### src/rtl/uart_arb_pkg.sv
// Shared types and defaults for the UART transmitter arbiter.
// State encoding and default sizing used by uart_tx_arbiter and its testbench.
package uart_arb_pkg;

    typedef enum logic [1:0] {
        IDLE    = 2'd0,
        LOAD    = 2'd1,
        WAIT_LO = 2'd2,
        WAIT_HI = 2'd3
    } arb_state_e;

    localparam int NREQ_DEFAULT     = 4;
    localparam int START_TO_DEFAULT = 15;

endpackage

### src/rtl/uart_tx_arbiter_rr_pick.sv
// rr_pick: combinational rotate-search arbiter. Returns the first asserted
// request at or above ptr_i, wrapping NREQ-1 -> 0, as one-hot, index and valid.
module rr_pick #(
    parameter  int NREQ = 4,
    localparam int PW   = (NREQ > 1) ? $clog2(NREQ) : 1
) (
    input  logic [NREQ-1:0] req_i,
    input  logic [PW-1:0]   ptr_i,
    output logic [NREQ-1:0] gnt_o,
    output logic [PW-1:0]   idx_o,
    output logic            vld_o
);

    logic [PW-1:0] cand;

    // Explicit wrap compare so non-power-of-two NREQ never visits a missing slot.
    always_comb begin
        gnt_o = '0;
        idx_o = '0;
        vld_o = 1'b0;
        cand  = ptr_i;
        for (int i = 0; i < NREQ; i++) begin
            if (!vld_o && req_i[cand]) begin
                vld_o = 1'b1;
                idx_o = cand;
            end
            cand = (cand == PW'(NREQ - 1)) ? '0 : cand + PW'(1);
        end
        if (vld_o) begin
            gnt_o[idx_o] = 1'b1;
        end
    end

endmodule

### src/rtl/uart_tx_arbiter.sv
// Round-robin, byte-at-a-time sharing of one UART TX engine among NREQ requesters.
// Define UART_ARB_LOCK_EN to let the current owner keep priority while it keeps requesting.
module uart_tx_arbiter
    import uart_arb_pkg::*;
#(
    parameter int NREQ     = NREQ_DEFAULT,
    parameter int START_TO = START_TO_DEFAULT,
    parameter int CW       = 4
) (
    input  logic              clk,
    input  logic              reset,
    input  logic [NREQ-1:0]   i_req,
    input  logic [8*NREQ-1:0] i_data,
    output logic [NREQ-1:0]   o_ack,
    output logic [NREQ-1:0]   o_grant,
    output logic              o_tx_load,
    output logic [7:0]        o_tx_data,
    input  logic              i_tx_rdy,
    output logic              o_busy,
    output logic              o_fault
);

    localparam int PW = (NREQ > 1) ? $clog2(NREQ) : 1;

    arb_state_e      state_q;
    logic [PW-1:0]   ptr_q;
    logic [PW-1:0]   g_q;
    logic [NREQ-1:0] ack_q;
    logic [NREQ-1:0] grant_q;
    logic            load_q;
    logic [7:0]      data_q;
    logic            busy_q;
    logic            fault_q;
    logic [CW-1:0]   cnt_q;

    logic [NREQ-1:0] pick_gnt;
    logic [PW-1:0]   pick_idx;
    logic            pick_vld;
    logic [PW-1:0]   ptr_d;

    rr_pick #(.NREQ(NREQ)) u_pick (
        .req_i (i_req),
        .ptr_i (ptr_q),
        .gnt_o (pick_gnt),
        .idx_o (pick_idx),
        .vld_o (pick_vld)
    );

`ifdef UART_ARB_LOCK_EN
    assign ptr_d = g_q;
`else
    assign ptr_d = (g_q == PW'(NREQ - 1)) ? '0 : g_q + PW'(1);
`endif

    always_ff @(posedge clk) begin
        if (reset) begin
            state_q <= IDLE;
            ptr_q   <= '0;
            g_q     <= '0;
            ack_q   <= '0;
            grant_q <= '0;
            load_q  <= 1'b0;
            data_q  <= 8'h00;
            busy_q  <= 1'b0;
            fault_q <= 1'b0;
            cnt_q   <= '0;
        end else begin
            unique case (state_q)
                IDLE: begin
                    if (pick_vld && i_tx_rdy) begin
                        g_q     <= pick_idx;
                        grant_q <= pick_gnt;
                        data_q  <= i_data[8*pick_idx +: 8];
                        ack_q   <= pick_gnt;
                        load_q  <= 1'b1;
                        busy_q  <= 1'b1;
                        state_q <= LOAD;
                    end
                end
                LOAD: begin
                    ack_q   <= '0;
                    load_q  <= 1'b0;
                    ptr_q   <= ptr_d;
                    cnt_q   <= '0;
                    state_q <= WAIT_LO;
                end
                // Engine must acknowledge the load by dropping ready within START_TO cycles.
                WAIT_LO: begin
                    if (!i_tx_rdy) begin
                        state_q <= WAIT_HI;
                    end else if (cnt_q == CW'(START_TO - 1)) begin
                        fault_q <= 1'b1;
                        grant_q <= '0;
                        busy_q  <= 1'b0;
                        state_q <= IDLE;
                    end else begin
                        cnt_q <= cnt_q + CW'(1);
                    end
                end
                WAIT_HI: begin
                    if (i_tx_rdy) begin
                        grant_q <= '0;
                        busy_q  <= 1'b0;
                        state_q <= IDLE;
                    end
                end
                default: state_q <= IDLE;
            endcase
        end
    end

    assign o_ack     = ack_q;
    assign o_grant   = grant_q;
    assign o_tx_load = load_q;
    assign o_tx_data = data_q;
    assign o_busy    = busy_q;
    assign o_fault   = fault_q;

endmodule
### config.mk
export PLATFORM = sky130hd
export DESIGN_NAME = uart_tx_arbiter
export DESIGN_NICKNAME = d
export VERILOG_FILES = /design/src/rtl/uart_arb_pkg.sv /design/src/rtl/uart_tx_arbiter_rr_pick.sv /design/src/rtl/uart_tx_arbiter.sv
export SDC_FILE = /design/constraint.sdc
export NUM_CORES = 1
export LEC_CHECK = 0
export CAP_MARGIN = 40
export CORE_UTILIZATION = 31
export DETAILED_ROUTE_END_ITERATION = 16
export DONT_BUFFER_PORTS = 1
export HOLD_SLACK_MARGIN = 0.08
export PLACE_DENSITY = 0.48
export SYNTH_ARGS = -nofsm -noshare
export SYNTH_HDL_FRONTEND = slang
export SYNTH_SLANG_ARGS = --single-unit
### constraint.sdc
create_clock -name clk -period 2.8 [get_ports clk]
set_input_delay 0.7 -clock clk [delete_from_list [all_inputs] [get_ports clk]]
set_output_delay 0.7 -clock clk [all_outputs]
set_load 0.01 [all_outputs]
Word-level counts from Yosys, hierarchy flattened
Cells that the tools add are included.
{"block": "op_classes", "shift": 1, "addsub": 5, "n_mux": 43, "eq_ne": 14, "n_lt_le_gt_ge": 6, "reduce_logical": 18}
{"operator": "32-bit by 6-bit variable part select with 8-bit output", "count": 1}
{"operator": "4-bit 2-to-1 mux", "count": 7}
{"operator": "2-bit 2-to-1 mux", "count": 12}
{"operator": "4-bit case mux with 2 select lines", "count": 2}
{"operator": "2-bit by 3-bit less-than comparator with 1-bit output (second input constant)", "count": 5}
{"operator": "1-bit 2-to-1 mux", "count": 13}
{"operator": "2-bit == test (second input constant)", "count": 6}
{"operator": "4-bit case mux with 3 select lines", "count": 1}
{"operator": "2-bit != test (second input constant)", "count": 5}
{"operator": "3-bit AND reduction", "count": 3}
{"operator": "2-bit by 1-bit adder with 2-bit output (second input constant)", "count": 4}
{"operator": "1-bit binary-select mux with 2-bit select", "count": 4}
{"operator": "2-bit case mux with 4 select lines", "count": 1}
{"operator": "1-bit logical AND", "count": 5}
{"operator": "5-bit AND reduction", "count": 1}
{"operator": "4-bit by 1-bit adder with 4-bit output (second input constant)", "count": 1}
{"operator": "4-bit == test (second input constant)", "count": 1}
{"operator": "2-bit AND reduction", "count": 2}
{"operator": "2-bit nonzero test", "count": 2}
{"operator": "1-bit logical NOT", "count": 3}
{"operator": "3-bit != test (second input constant)", "count": 1}
{"operator": "1-bit case mux with 3 select lines", "count": 1}
{"operator": "3-bit nonzero test", "count": 1}
{"operator": "1-bit demux with 2-bit select", "count": 1}
{"operator": "4 further kinds", "count": 4}
{"block": "word_totals", "register_bits": 29, "in_bits": 39}

Depth between registers and ports, before layout
{"block": "logic_depth", "word_depth": 19, "mapped_depth": 10}

Cells and area by module
From an unflattened synthesis, not the netlist that was laid out.
{"block": "hier_totals", "cells_unflattened": 237, "area_unflattened_um2": 1998.2}
{"mod": "uart_tx_arbiter", "seq_area_each_um2": 580.6, "n_inst": 1, "area_each_um2": 1520.2, "cells_per_inst": 168}
{"mod": "rr_pick", "seq_area_each_um2": 0.0, "n_inst": 1, "area_each_um2": 478.0, "cells_per_inst": 69}

Worst setup path after synthesis
OpenSTA, ideal clock, no wires.
{"block": "synth_timing", "path_kind": "input -> register", "start": "input i_req[3]", "end": "register ack_q[3], in the netlist o_ack[3]", "stages": 7, "slack_ps": 247, "setup_time_ps": 70, "path_buffers": 1, "t_arrival_ps": 2483, "cell_sequence": "clkbuf_1 or4b_4 a211oi_2 o31ai_1 and2_4 or4_1 a21oi_1"}
{"block": "synth_via", "elab_chain_len": 19, "elab_cells_between_ends": 33}
{"item": "start: declaration", "line": "uart_tx_arbiter.sv:12", "source": "input logic [NREQ-1:0] i_req,"}
{"item": "1-bit binary-select mux with 2-bit select", "line": "uart_tx_arbiter_rr_pick.sv:23", "source": "if (!vld_o && req_i[cand]) begin"}
{"item": "1-bit 2-to-1 mux (implied by the code)", "line": "uart_tx_arbiter_rr_pick.sv:23"}
{"item": "1-bit 2-to-1 mux", "line": "uart_tx_arbiter_rr_pick.sv:23"}
{"item": "1-bit logical NOT", "line": "uart_tx_arbiter_rr_pick.sv:23"}
{"item": "1-bit logical AND", "line": "uart_tx_arbiter_rr_pick.sv:23"}
{"item": "1-bit 2-to-1 mux", "line": "uart_tx_arbiter_rr_pick.sv:23"}
{"item": "1-bit logical NOT", "line": "uart_tx_arbiter_rr_pick.sv:23"}
{"item": "1-bit logical AND", "line": "uart_tx_arbiter_rr_pick.sv:23"}
{"item": "[... 3 more ...]"}
{"item": "2-bit 2-to-1 mux", "line": "uart_tx_arbiter_rr_pick.sv:23"}
{"item": "2-bit by 3-bit less-than comparator with 1-bit output (implied by the code) or 2-bit by 1-bit >= comparator with 1-bit output (tied branches)", "line": "uart_tx_arbiter_rr_pick.sv:30", "source": "gnt_o[idx_o] = 1'b1;"}
{"item": "1-bit logical AND (implied by the code)", "line": "uart_tx_arbiter_rr_pick.sv:30"}
{"item": "1-bit 2-to-1 mux (implied by the code)", "line": "uart_tx_arbiter_rr_pick.sv:30"}
{"item": "1-bit demux with 2-bit select"}
{"item": "4-bit 2-to-1 mux", "line": "uart_tx_arbiter_rr_pick.sv:29", "source": "if (vld_o) begin"}
{"item": "4-bit 2-to-1 mux", "line": "uart_tx_arbiter.sv:70", "source": "if (pick_vld && i_tx_rdy) begin"}
{"item": "4-bit case mux with 2 select lines", "line": "uart_tx_arbiter.sv:68", "source": "unique case (state_q)"}
{"item": "end signal: assignment", "line": "uart_tx_arbiter.sv:74", "source": "ack_q <= pick_gnt;"}
{"item": "end: declaration", "line": "uart_tx_arbiter.sv:28", "source": "logic [NREQ-1:0] ack_q;"}
Parallel ways exist; a longest one is shown, timed or not. The select of a mux whose other input is x is not followed.
A chain may end at the register's enable or synchronous reset.

Worst setup path after layout
{"block": "layout_timing", "start": "register ptr_q[0]", "end": "register data_q[6], in the netlist o_tx_data[6]"}
{"block": "layout_via", "elab_chain_len": 14, "elab_cells_between_ends": 34}
{"item": "start: declaration", "line": "uart_tx_arbiter.sv:26", "source": "logic [PW-1:0] ptr_q;"}
{"item": "start signal: assignment", "line": "uart_tx_arbiter.sv:83", "source": "ptr_q <= ptr_d;"}
{"item": "branches (longest 14 deep; another with 2-bit by 1-bit adder with 2-bit output)"}
{"item": "end signal: assignment", "line": "uart_tx_arbiter.sv:73", "source": "data_q <= i_data[8*pick_idx +: 8];"}
{"item": "end: declaration", "line": "uart_tx_arbiter.sv:31", "source": "logic [7:0] data_q;"}
Several ways; the timed one is not identified. The select of a mux whose other input is x is not followed.

==> metrics.csv <==
stage,metric,value,unit
floorplan,row cnt,29,
setup_path,R2R depth,8,
synthesis,share of the synthesized area in the top cell type,27.0,%
timing,final setup violating endpoints,0,
synthesis,"Seq/Total Area, Yosys",27.0,%
synthesis,Synth Flop Type,dfxtp_1,
run_status,failing checks,design-rule violations,
floorplan,Initial Utilization,32.9,%
placement,PortBufs,0,
power_and_ir_drop,Pwr Density,1060,nW/µm²
timing,FMAX,392,MHz
floorplan,chip width,85.3,µm
timing,Slew Limit Headroom,55.5,%
finish,multi-input logic area,1430,µm²
route,first-pass iteration count of the detailed router,10,
synthesis,"top cells by area, synth","dfxtp_1 27%, o21ai_0 6.8%, a21oi_1 5.8%",
finish,n_diodes,0,
setup_path,Critical-path top delay cell,a2111oi_0,
setup_path,worst reg2reg path startpoint,ptr_q[0],
flow_run,Max-Cap Viols,0,
grt,GRT Total Usage,17.1,%
grt,first-pass GRT wire length,9970,µm
synthesis,post-synthesis cell type count,47,
route,drt initial violations,124,
synthesis,asr flop ratio synth,0,%
clocking,clock buffer depth,2,
power_and_ir_drop,Leakage,0.824,nW
timing,final period utilization,91.0,%
setup_path,r2r endpoint,o_tx_data[6],
route,"wirelength, routed",6090,µm
clocking,Post-CTS Setup Inserts,0,
power_and_ir_drop,Peak VDD IR,377,µV
clocking,clock latency on the worst-skew pair,0.29,ns
min_path,Hold Crit Depth,1,
setup_path,crit end category,flip-flop,
timing,skew final,0.00721,ns
finish,ratio of cells with drive above 1 in the final layout,12.1,%
setup_path,CP required,2.95,ns
route,vias per cell,5.81,
clocking,Clock Pin Slew Worst Setup and Hold Paths,0.06,ns
route,vias,2079,
clocking,Post-CTS Resized,0,
clocking,Sink Count,29,
setup_path,Critical Path Start,ptr_q[0],
placement,dpl hpwl,4550,µm
timing,fin. max-slew vios,0,
finish,nets,328,
setup_path,worst stage delay on the critical path,0.47,ns
clocking,CTS HTree Levels,2,
setup_path,reg2reg setup slack,0.25,ns
setup_path,Crit path depth,8,
grt,vias in the first global route,1994,
min_path,min-delay src,reset,
clocking,TritonCTS Buffers,5,
finish,sequential cell area,581,µm²
finish,number of fill cells,703,
power_and_ir_drop,Tot Pwr,2.50,mW
floorplan,die height,85.3,µm
setup_path,"Critical Path, Cell by Cell",ha_1 -> buf_4 -> mux2i_1 -> o22ai_1 -> nor2_1 -> a21oi_1 -> a2111oi_0 -> a211oi_1,
route,DR WL/cell,17.0,µm
finish,Synth-to-Final Area Change,9.37,%
timing,Hold Fails Final Rpt,0,
min_path,"Endpoint, Worst Hold",o_fault,
clocking,Root Buffer,clkbuf_8,
timing,setup TNS,0,ns
synthesis,largest area contributor in the netlist,dfxtp_1,
min_path,HP Class,primary input to flip-flop,
clocking,CTS tree,built,
setup_path,Worst setup SP type,flip-flop,
grt,gr ovfl total,0,
synthesis,Post-Syn Nets,327,
floorplan,core area,6530,µm²
setup_path,Top delay family on crit path,compound AO/OA/AOI/OAI gates,
setup_path,worst path bufs/invs,1,
synthesis,number of flops mapped to enable cells by yosys,0,
run_status,status,"complete, but fails checks",
timing,minimum clock period,2.55,ns
synthesis,"flops & latches, synth",29,
setup_path,worst setup path class,flip-flop to flip-flop,
synthesis,Syn Std Cell Area,2150,µm²
clocking,CTS Hold Bufs,0,
synthesis,Ys Warns,0,
timing,RSZ-0062 raised after global routing,false,
synthesis,Synth Area per Inst,7.70,µm²
grt,pin count of the biggest net entering global routing,33,
floorplan,IO Count,58,
synthesis,instance count of the mapped netlist,279,
route,drt drc,1,
timing,Worst-Margin Slew,0.663,ns
setup_path,crit-path max FO,8,
route,antenna-violating nets left,0,
grt,initial antenna violation count,0,
setup_path,crit path DAT,2.70,ns
floorplan,die area,7270,µm²
placement,gp weighted congestion,0.802,
[per-stage QoR]
stage / hold WS [ns] / utilization [%] / std cells / area [µm²] / setup slack [ns]
floorplan: 0.472 / - / 279 / 2150 / 0.247
global placement: 0.491 / 34.7 / 350 / 2260 / 0.272
detailed placement: 0.506 / 34.7 / 350 / 2260 / 0.283
CTS: 0.468 / 36.0 / 358 / 2350 / 0.270
global route: 0.465 / 36.0 / 358 / 2350 / 0.0489
finish: 0.483 / 36.0 / 358 / 2350 / 0.252
[sequential cells by signal, summed over array words and instances, names as in the netlist]
| signal | cells |
|---|---|
| o_fault | 1 |
| o_busy | 1 |
| state_q | 2 |
| ptr_q | 2 |
| g_q | 2 |
| o_ack | 4 |
| o_tx_data | 8 |
| o_tx_load | 1 |
| o_grant | 4 |
| cnt_q | 4 |
[cell families (layout without fill, tap and decap cells)]
| logic type | Yosys count | after routing | share of synthesized area (%) |
|---|---|---|---|
| buffers and inverters | 32 | 34 | 6.64 |
| and+or+nand+nor | 85 | 85 | 21.4 |
| muxes | 7 | 7 | 3.32 |
| DFF | 29 | 29 | 27.0 |
| xor gates and xnor gates | 2 | 2 | 0.815 |
| adders and majority gates | 9 | 9 | 5.24 |
| AOI/OAI and AO/OA | 115 | 115 | 35.6 |
[synthesized netlist by cell type (all sizes together), types with 7 or more instances]
cell	n
inv	9
a31oi	10
o2bb2ai	14
nor3	8
o21ai	33
ha	9
nand2b	7
a211oi	8
a21oi	25
nand2	13
nand4	16
clkbuf	17
nor2	18
dfxtp	29
[worst max-delay path by stage]
stage                              end
after floorplan               o_ack[3]
after global placement        o_ack[3]
after detailed placement      o_ack[3]
after CTS                     o_ack[3]
after global routing      o_tx_data[6]
final                     o_tx_data[6]
[final cells by class]
type,instances,area share (%)
multi-input combinational,218,60.7
sequential,29,24.7
timing repair buffer,17,5.43
tap,77,4.10
clock buffer,5,2.93
inverter,9,1.44
clock inverter,3,0.745
[metal layers]
| metal | part of all wire (%) | global-route usage [%] | vias up | wire length [µm] |
|---|---|---|---|---|
| met5 | 0 | 0 | - | 0 |
| met4 | 1.1 | 4.55 | 0 | 68 |
| met3 | 6.1 | 4.47 | 8 | 372 |
| met2 | 47 | 29.1 | 53 | 2850 |
| met1 | 46 | 21.5 | 959 | 2800 |
| li1 | - | - | 1059 | - |
[cell usage in the layout (no fill, tap or decap), drive strengths merged, types with 3 or more instances in the layout]
cell type  instances
buf               17
a211oi             8
nor2              18
ha                 9
o2bb2ai           14
nand2b             7
o31ai              3
or2                4
nor2b              3
o32ai              3
a21oi             25
a31oi             10
or4                3
nand3              6
dfxtp             29
clkbuf             5
mux2i              6
nand2             13
nor3               8
inv                9
o211ai             3
o21ai             33
nand4             16
[report_power, final]
group	total [mW]	internal [mW]	switching, mW	leakage (nW)
clock network	0.343	0.171	0.171	0.0439
registers	0.678	0.537	0.140	0.237
logic	1.48	0.576	0.903	0.543
[worst reg2reg max path, cell delays in order, from the launching register on]
cell and delay [ns]:
dfxtp_1 0.31, ha_1 0.41, buf_4 0.19, mux2i_1 0.18, o22ai_1 0.15, nor2_1 0.39, a21oi_1 0.22, a2111oi_0 0.47
a211oi_1 0.09
No activity file was read; power rests on OpenSTA's default activity.
